File: config.mk
export PLATFORM = sky130hd
export DESIGN_NAME = acionador_lampada
export DESIGN_NICKNAME = d
export VERILOG_FILES = /design/src/rtl/acionador_lampada.sv
export SDC_FILE = /design/constraint.sdc
export NUM_CORES = 1
export LEC_CHECK = 0
export ABC_AREA = 1
export BUFFER_PORTS_ARGS = -buffer_cell sky130_fd_sc_hd__buf_2
export CAP_MARGIN = 20
export CORE_ASPECT_RATIO = 0.6
export CORE_MARGIN = 1.5
export CORE_UTILIZATION = 40
export CTS_CLUSTER_DIAMETER = 150
export CTS_CLUSTER_SIZE = 30
export DETAILED_ROUTE_END_ITERATION = 8
export PLACE_DENSITY = 0.66
export SLEW_MARGIN = 20
export SYNTH_ARGS = -nofsm -noshare
export SYNTH_HDL_FRONTEND = slang
export SYNTH_SLANG_ARGS = --single-unit
File: constraint.sdc
create_clock -name clock -period 3.57 [get_ports clock]
set_input_delay 0.357 -clock clock [delete_from_list [all_inputs] [get_ports clock]]
set_output_delay 0.357 -clock clock [all_outputs]
set_load 0.02 [all_outputs]
File: src/rtl/acionador_lampada.sv
// Lamp-side receiver: filters the 2-bit command, ramps brightness toward the
// commanded level, drives PWM and forces the lamp off after a long vacancy.
module acionador_lampada #(
    parameter int RAMP_DIV       = 4,
    parameter int STABLE_CYCLES  = 3,
    parameter int TIMEOUT_CYCLES = 1000
) (
    input  logic       clock,
    input  logic       reset,
    input  logic [1:0] cmd,
    input  logic       presenca,
    output logic       lampada,
    output logic [7:0] brilho,
    output logic [1:0] estado,
    output logic [1:0] cmd_aceito,
    output logic       apagou_timeout
);

    localparam int STW = $clog2(STABLE_CYCLES + 1);
    localparam int TOW = $clog2(TIMEOUT_CYCLES + 1);
    localparam int PW  = (RAMP_DIV > 1) ? $clog2(RAMP_DIV) : 1;

    localparam logic [STW-1:0] ST_MAX = STW'(STABLE_CYCLES);
    localparam logic [TOW-1:0] TO_MAX = TOW'(TIMEOUT_CYCLES);
    localparam logic [PW-1:0]  P_MAX  = PW'(RAMP_DIV - 1);

    typedef enum logic [1:0] {
        DESLIGADA = 2'b00,
        SUBINDO   = 2'b01,
        ESTAVEL   = 2'b10,
        DESCENDO  = 2'b11
    } estado_t;

    estado_t        st_q;
    estado_t        st_d;
    logic [1:0]     cand;
    logic [STW-1:0] cnt;
    logic [STW-1:0] cnt_inc;
    logic [TOW-1:0] ocioso;
    logic [TOW-1:0] ocioso_inc;
    logic [PW-1:0]  presc;
    logic [7:0]     pwm_cnt;
    logic [7:0]     alvo_cmd;
    logic [7:0]     alvo;
    logic           rampa;

    function automatic logic [7:0] nivel(input logic [1:0] c);
        logic [7:0] n;
        unique case (c)
            2'b00:   n = 8'd0;
            2'b01:   n = 8'd85;
            2'b10:   n = 8'd170;
            default: n = 8'd255;
        endcase
        return n;
    endfunction

    assign cnt_inc    = cnt + 1'b1;
    assign ocioso_inc = ocioso + 1'b1;
    assign alvo_cmd   = nivel(cmd_aceito);
    assign alvo       = apagou_timeout ? 8'd0 : alvo_cmd;
    assign rampa      = (st_q == SUBINDO) || (st_q == DESCENDO);
    assign estado     = st_q;

    // Glitch filter: a command is accepted only after enough equal samples.
    always_ff @(posedge clock) begin
        if (reset) begin
            cand       <= 2'b00;
            cnt        <= '0;
            cmd_aceito <= 2'b00;
        end else if (cmd != cand) begin
            cand <= cmd;
            cnt  <= STW'(1);
            if (STABLE_CYCLES == 1)
                cmd_aceito <= cmd;
        end else if (cnt < ST_MAX) begin
            cnt <= cnt_inc;
            if (cnt_inc == ST_MAX)
                cmd_aceito <= cand;
        end
    end

    always_ff @(posedge clock) begin
        if (reset) begin
            ocioso         <= '0;
            apagou_timeout <= 1'b0;
        end else if (presenca) begin
            ocioso         <= '0;
            apagou_timeout <= 1'b0;
        end else if (alvo_cmd != 8'd0 && ocioso < TO_MAX) begin
            ocioso <= ocioso_inc;
            if (ocioso_inc == TO_MAX)
                apagou_timeout <= 1'b1;
        end
    end

    always_comb begin
        st_d = st_q;
        if (brilho < alvo)
            st_d = SUBINDO;
        else if (brilho > alvo)
            st_d = DESCENDO;
        else if (alvo == 8'd0)
            st_d = DESLIGADA;
        else
            st_d = ESTAVEL;
    end

    always_ff @(posedge clock) begin
        if (reset)
            st_q <= DESLIGADA;
        else
            st_q <= st_d;
    end

    // Direction is taken from the live comparison, so a retarget never overshoots.
    always_ff @(posedge clock) begin
        if (reset) begin
            presc  <= '0;
            brilho <= 8'd0;
        end else if (!rampa) begin
            presc <= '0;
        end else if (presc == P_MAX) begin
            presc <= '0;
            if (brilho < alvo)
                brilho <= brilho + 8'd1;
            else if (brilho > alvo)
                brilho <= brilho - 8'd1;
        end else begin
            presc <= presc + 1'b1;
        end
    end

    always_ff @(posedge clock) begin
        if (reset) begin
            pwm_cnt <= 8'd0;
            lampada <= 1'b0;
        end else begin
            pwm_cnt <= (pwm_cnt == 8'd254) ? 8'd0 : pwm_cnt + 8'd1;
            lampada <= (pwm_cnt < brilho);
        end
    end

endmodule

Word-level counts from Yosys, hierarchy flattened

Index checks and enable logic that the tools add are counted.

Add/sub/neg operators: 6
Order comparisons: 5
Equal/unequal tests: 9
Muxes and demuxes: 9
Bitwise gates (word level): 2
Reductions and logical operators: 15

Operators with widths:

| kind                    | count |
|---|---|
| $mux W8                 | 3 |
| $pmux W8 S3             | 1 |
| $add A8 B1 Y8 const B   | 2 |
| $lt A8 B8 Y1            | 2 |
| $add A10 B1 Y10 const B | 1 |
| $eq A10 B10 Y1 const B  | 1 |
| $lt A10 B10 Y1 const B  | 1 |
| $eq A2 B2 Y1 const B    | 4 |
| $eq A8 B8 Y1 const B    | 1 |
| $gt A8 B8 Y1            | 1 |
| $logic_not A8 Y1        | 1 |
| $reduce_bool A8 Y1      | 1 |
| $reduce_or A2 Y1        | 4 |
| $sub A8 B1 Y8 const B   | 1 |
| $reduce_and A3 Y1       | 2 |
| $add A2 B1 Y2 const B   | 2 |
| $eq A2 B1 Y1 const B    | 2 |
| $mux W2                 | 2 |
| $reduce_bool A2 Y1      | 2 |
| $mux W1                 | 3 |
| $reduce_or A3 Y1        | 1 |
| $logic_not A2 Y1        | 1 |
| $lt A2 B2 Y1 const B    | 1 |
| $ne A2 B2 Y1            | 1 |
| other kinds (4)         | 5 |

Flip-flop bits (word level): 38
Input bits: 5
Output and inout port bits: 14
Word-level logic and storage cells: 58

Logic depth before layout (Yosys ltp)

Depth after elaboration: 7
Mapped depth: 21
Depth with buffers taken out: 21

Worst setup path before layout

No wires, ideal clock.

Path type: register -> register
Start point: reg cmd_aceito[0]
End point: reg brilho[7]
Library setup time: 0.064 ns
Arrival time: 2.529 ns
Required time: 3.506 ns
Slack: 0.977 ns
Cell stages (with the launch flop): 19
Path buffers: 0
Period minus slack after synthesis: 2.593 ns
Path through: dfxtp_1 inv_1 nor2_1 inv_1 ha_1 nand2_1 a21oi_1 nor2_1 nand2_2 ha_1 a21oi_1 nand2_1 nand2_1 nand3_1 nand2_1 nand3_1 nor2_1 nor2_1 nor2_1

Longest elaborated chain between the ends: 6
Elaborated cells on any way between the ends: 10
Classes of those cells: 2 x order compare; 2 x eq/ne; 3 x mux; 3 x reduce/logical

RTL lines:

| element                                      | line     | text |
|---|---|---|
| start, declared                              | 15       | `output logic [1:0] cmd_aceito,` |
| start signal, assigned                       | 75       | `cmd_aceito <= cmd;` |
| start signal, assigned                       | 79       | `cmd_aceito <= cand;` |
| $eq A2 B2 Y1 (tied with other cells)         | 49       | `unique case (c)` |
| $pmux W8 S3 *                                | 49       |  |
| $mux W8 *                                    | 61       | `assign alvo = apagou_timeout ? 8'd0 : alvo_cmd;` |
| $lt A8 B8 Y1 or $gt A8 B8 Y1 (tied branches) | 125, 127 |  |
| $reduce_bool A2 Y1 (no line)                 | -        |  |
| $reduce_and A3 Y1 (no line)                  | -        |  |
| end signal, assigned                         | 126      | `brilho <= brilho + 8'd1;` |
| end signal, assigned                         | 128      | `brilho <= brilho - 8'd1;` |
| end, declared                                | 13       | `output logic [7:0] brilho,` |

Every way passes the cells marked *; elsewhere a longest branch is shown, timed or not.
A chain may end at the register's enable or synchronous reset.

Worst setup path after layout

Same ends and word-level chain as after synthesis.

==> metrics.md <==
| Metric | Value |
|---|---|
| Router iterations before antenna repair | `4` |
| Number of CTS-inserted buffers | `5` |
| Worst hold path stage count | `3` |
| Initial antenna violation count | `0` |
| Top cell type's share of synthesized area | `0.329` |
| DRC violations left | `0` |
| Worst-Margin Slew | `0.624 ns` |
| Post-synth net total | `332` |
| Post-synth EDFFs | `0` |
| Clk sinks | `38` |
| Grt met3 use | `0.0414` |
| Post-synthesis cell count | `between 200 and 300` |
| Die height | `61.9 µm` |
| # fillers | `582` |
| Detail-routed net length per standard cell | `12.2 µm` |
| WS Path Type | `flop to flop` |
| Vias per cell | `just under 5` |
| RSZ-0062 raised after global routing | `false` |
| Post-DP HPWL | `3.72 mm` |
| P&R area growth vs syn | `11.7%` |
| Area of the die | `0.00627 mm²` |
| R2r worst-path depth | `18` |
| Hold buffers post-CTS | `0` |
| Synth area leader | `dfxtp_1` |
| Grt ovf | `0` |
| Fin Hold WS | `0.299 ns` |
| Num ports | `19` |
| Min-Delay Endpoint | `cand[1]` |
| Status | `finished clean` |
| Number of antenna diodes | `0` |
| Placed Instance Area | `0.00249 mm²` |
| Post CTS Setup Buffer Count | `0` |
| Worst-Skew Late Latency | `0.29 ns` |
| Avg Cell Area, Syn | `slightly below 8 µm²` |
| Core Util, Final | `0.464` |
| PostCTS Resize Cnt | `0` |
| Yosys cell types | `33` |
| Async set-reset flop share out of synthesis | `0` |
| Routed Antenna Nets | `0` |
| Fin crit period | `~2.8 ns` |
| Crit. End Element | `flop` |
| Reg-to-Reg Start | `cmd_aceito[0]` |
| Worst EP required | `3.81 ns` |
| Max_cap viols | `0` |
| Int Pwr | `a little over 0.6 mW` |
| Routed via count | `1954` |
| Top-count cell post-synth | `inv_1` |
| Final Hold Vio Count | `0` |
| Final instance area | `0.00258 mm²` |
| H-tree depth | `2` |
| DIE WIDTH | `101 µm` |
| Total power | `about 0.85 mW` |
| Register area share after synthesis | `0.329` |
| First-pass GRT wire length | `around 8 mm` |
| WP data arrival | `3.04 ns` |
| Routability cong. | `0.873` |
| Hold Path Class | `primary input to flop` |
| F_max | `356 MHz` |
| Max rail drop VDD | `0.133 mV` |
| Reg2reg end | `brilho[7]` |
| Clk pin slew, worst setup/hold paths | `0.09 ns` |
| Hold Startpoint | `cmd[1]` |
| Bufs on Longest Clock Path | `2` |
| Iter 0 DRT Violations | `between 80 and 90` |
| Synth Register Bits | `38` |
| Count of pins over their slew limit | `0` |
| Post-Syn Area | `0.00231 mm²` |
| CP startpoint kind | `flop` |
| Net Switching | `0.229 mW` |
| Setup Skew | `0.0130 ns` |
| Clock network power share | `0.376` |
| Seq pwr share | `0.521` |
| Routed WL | `approximately 4.9 mm` |
| Leading post-synthesis cells by cell area | `dfxtp_1 33%, ha_1 15%, inv_1 7.3%, nand2_1 6.6%, a21oi_1 6.1%` |
| Clk root buf | `clkbuf_8` |
| Met2 usage | `0.237` |
| Nets | `between 300 and 400` |
| Cell leakage power | `roughly 1.2 nW` |
| Main synth FF type | `dfxtp_1` |
| Total track usage | `0.168` |
| Endpoints failing setup | `0` |
| PwrDens | `329 mW/mm²` |
| FF-to-FF setup slack | `0.76 ns` |
| Final period util | `0.786` |
| Rows | `21` |
| GR Util met1 | `0.254` |
| Post-synth top cells | `45 x inv_1, 41 x nand2_1, 38 x dfxtp_1` |
| Gate power share | `0.103` |
| Busiest grt layer | `met1` |
| Max Fanout on Critical Path | `11` |
| Setup TNS | `0 ns` |
| Slew Limit Headroom | `0.584` |
| Largest net degree at the start of global routing | `17` |
| Sw Ratio | `0.270` |
| Vias in the first global route | `between 1500 and 2000` |
| Core Footprint | `roughly 0.0056 mm²` |
| CTS tree | `done` |
| Starting density of the core | `0.416` |
| Port Buffer Count | `18` |
| Yosys warnings | `0` |
| Fraction of layout cells with a size suffix above 1 | `0.134` |
-- kinds of logic after synthesis --
kind of cell | share of synthesized area
AOI/OAI and AO/OA | 0.158
adders and majority gates | 0.160
DFF | 0.329
buffers and inverters | 0.0843
and+or+nand+nor | 0.209
xor gates and xnor gates | 0.0605
-- per-stage QoR --
| step | cells | setup WS (ns) |
|---|---|---|
| global placement | 393 | 0.916 |
| finish | 401 | 0.764 |
| detailed placement | 393 | 0.824 |
| global route | 401 | 0.450 |
| CTS | 401 | 0.775 |
| floorplan | 298 | 0.977 |
-- worst max-delay path by stage --
stage,startpoint,endpoint,cells past startpoint
2_1_floorplan,cmd_aceito[0],brilho[7],18
3_3_place_gp,cmd_aceito[0],brilho[7],18
3_5_place_dp,cmd_aceito[0],brilho[7],18
4_1_cts,cmd_aceito[0],brilho[7],18
5_1_grt,cmd_aceito[0],brilho[7],18
6_report,cmd_aceito[0],brilho[7],18
-- area by class of cell --
type,count,area (µm²),share of cell area
clock buffer,6,82.6,0.0319
sequential,38,761,0.294
multi-input combinational,209,1360,0.526
inverter,48,180,0.0697
timing repair buffer,18,90.1,0.0348
tap,80,100,0.0387
clock inverter,2,12.5,0.00484
-- state kept, by name (all words and copies together), names as in the netlist --
name	count
estado	2
cand	2
cnt	2
lampada	1
pwm_cnt	8
cmd_aceito	2
ocioso	10
presc	2
apagou_timeout	1
brilho	8
-- metal layers --
layer | up-vias | routed length (µm)
li1 | 1032 | -
met2 | 41 | 1900
met5 | - | 0
met1 | 877 | 2690
met4 | 0 | 9
met3 | 4 | 314
-- layout by cell type (no fill, tap or decap), drive strengths merged --
cell type and count:
a31oi 2, clkinvlp 1, a2111oi 1, a21o 3, clkbuf 6, nor2 31, inv 48, o211ai 1
a22oi 1, o21bai 2, buf 18, nand3b 1, nand3 15, nand2 44, dfxtp 38, ha 28
clkinv 1, nand4 6, a311oi 1, xor2 10, o21ai 21, xnor2 6, nor3b 2, fa 1
a21oi 30, nor3 3
-- critical path: stages (launching register included) --
cell	delay, ns
dfxtp_1	0.33
inv_1	0.08
nor2_1	0.15
inv_1	0.12
ha_1	0.29
nand2_1	0.15
a21oi_1	0.06
nor2_1	0.13
nand2_2	0.20
ha_1	0.40
a21oi_1	0.15
nand2_1	0.11
nand2_1	0.08
nand3_1	0.08
nand2_1	0.10
nand3_1	0.08
nor2_1	0.10
nor2_1	0.05
nor2_1	0.10
-- power groups by stage --
stage | clock, mW | sequential [mW] | combinational (mW)
final | 0.320 | 0.443 | 0.0873
after detailed placement | 0 | 0.453 | 0.0864
after global placement | 0 | 0.453 | 0.0851
after global routing | 0.345 | 0.445 | 0.100
after floorplan | 0 | 0.455 | 0.0631
after CTS | 0.324 | 0.443 | 0.0869
No activity file was read; power rests on OpenSTA's default activity.
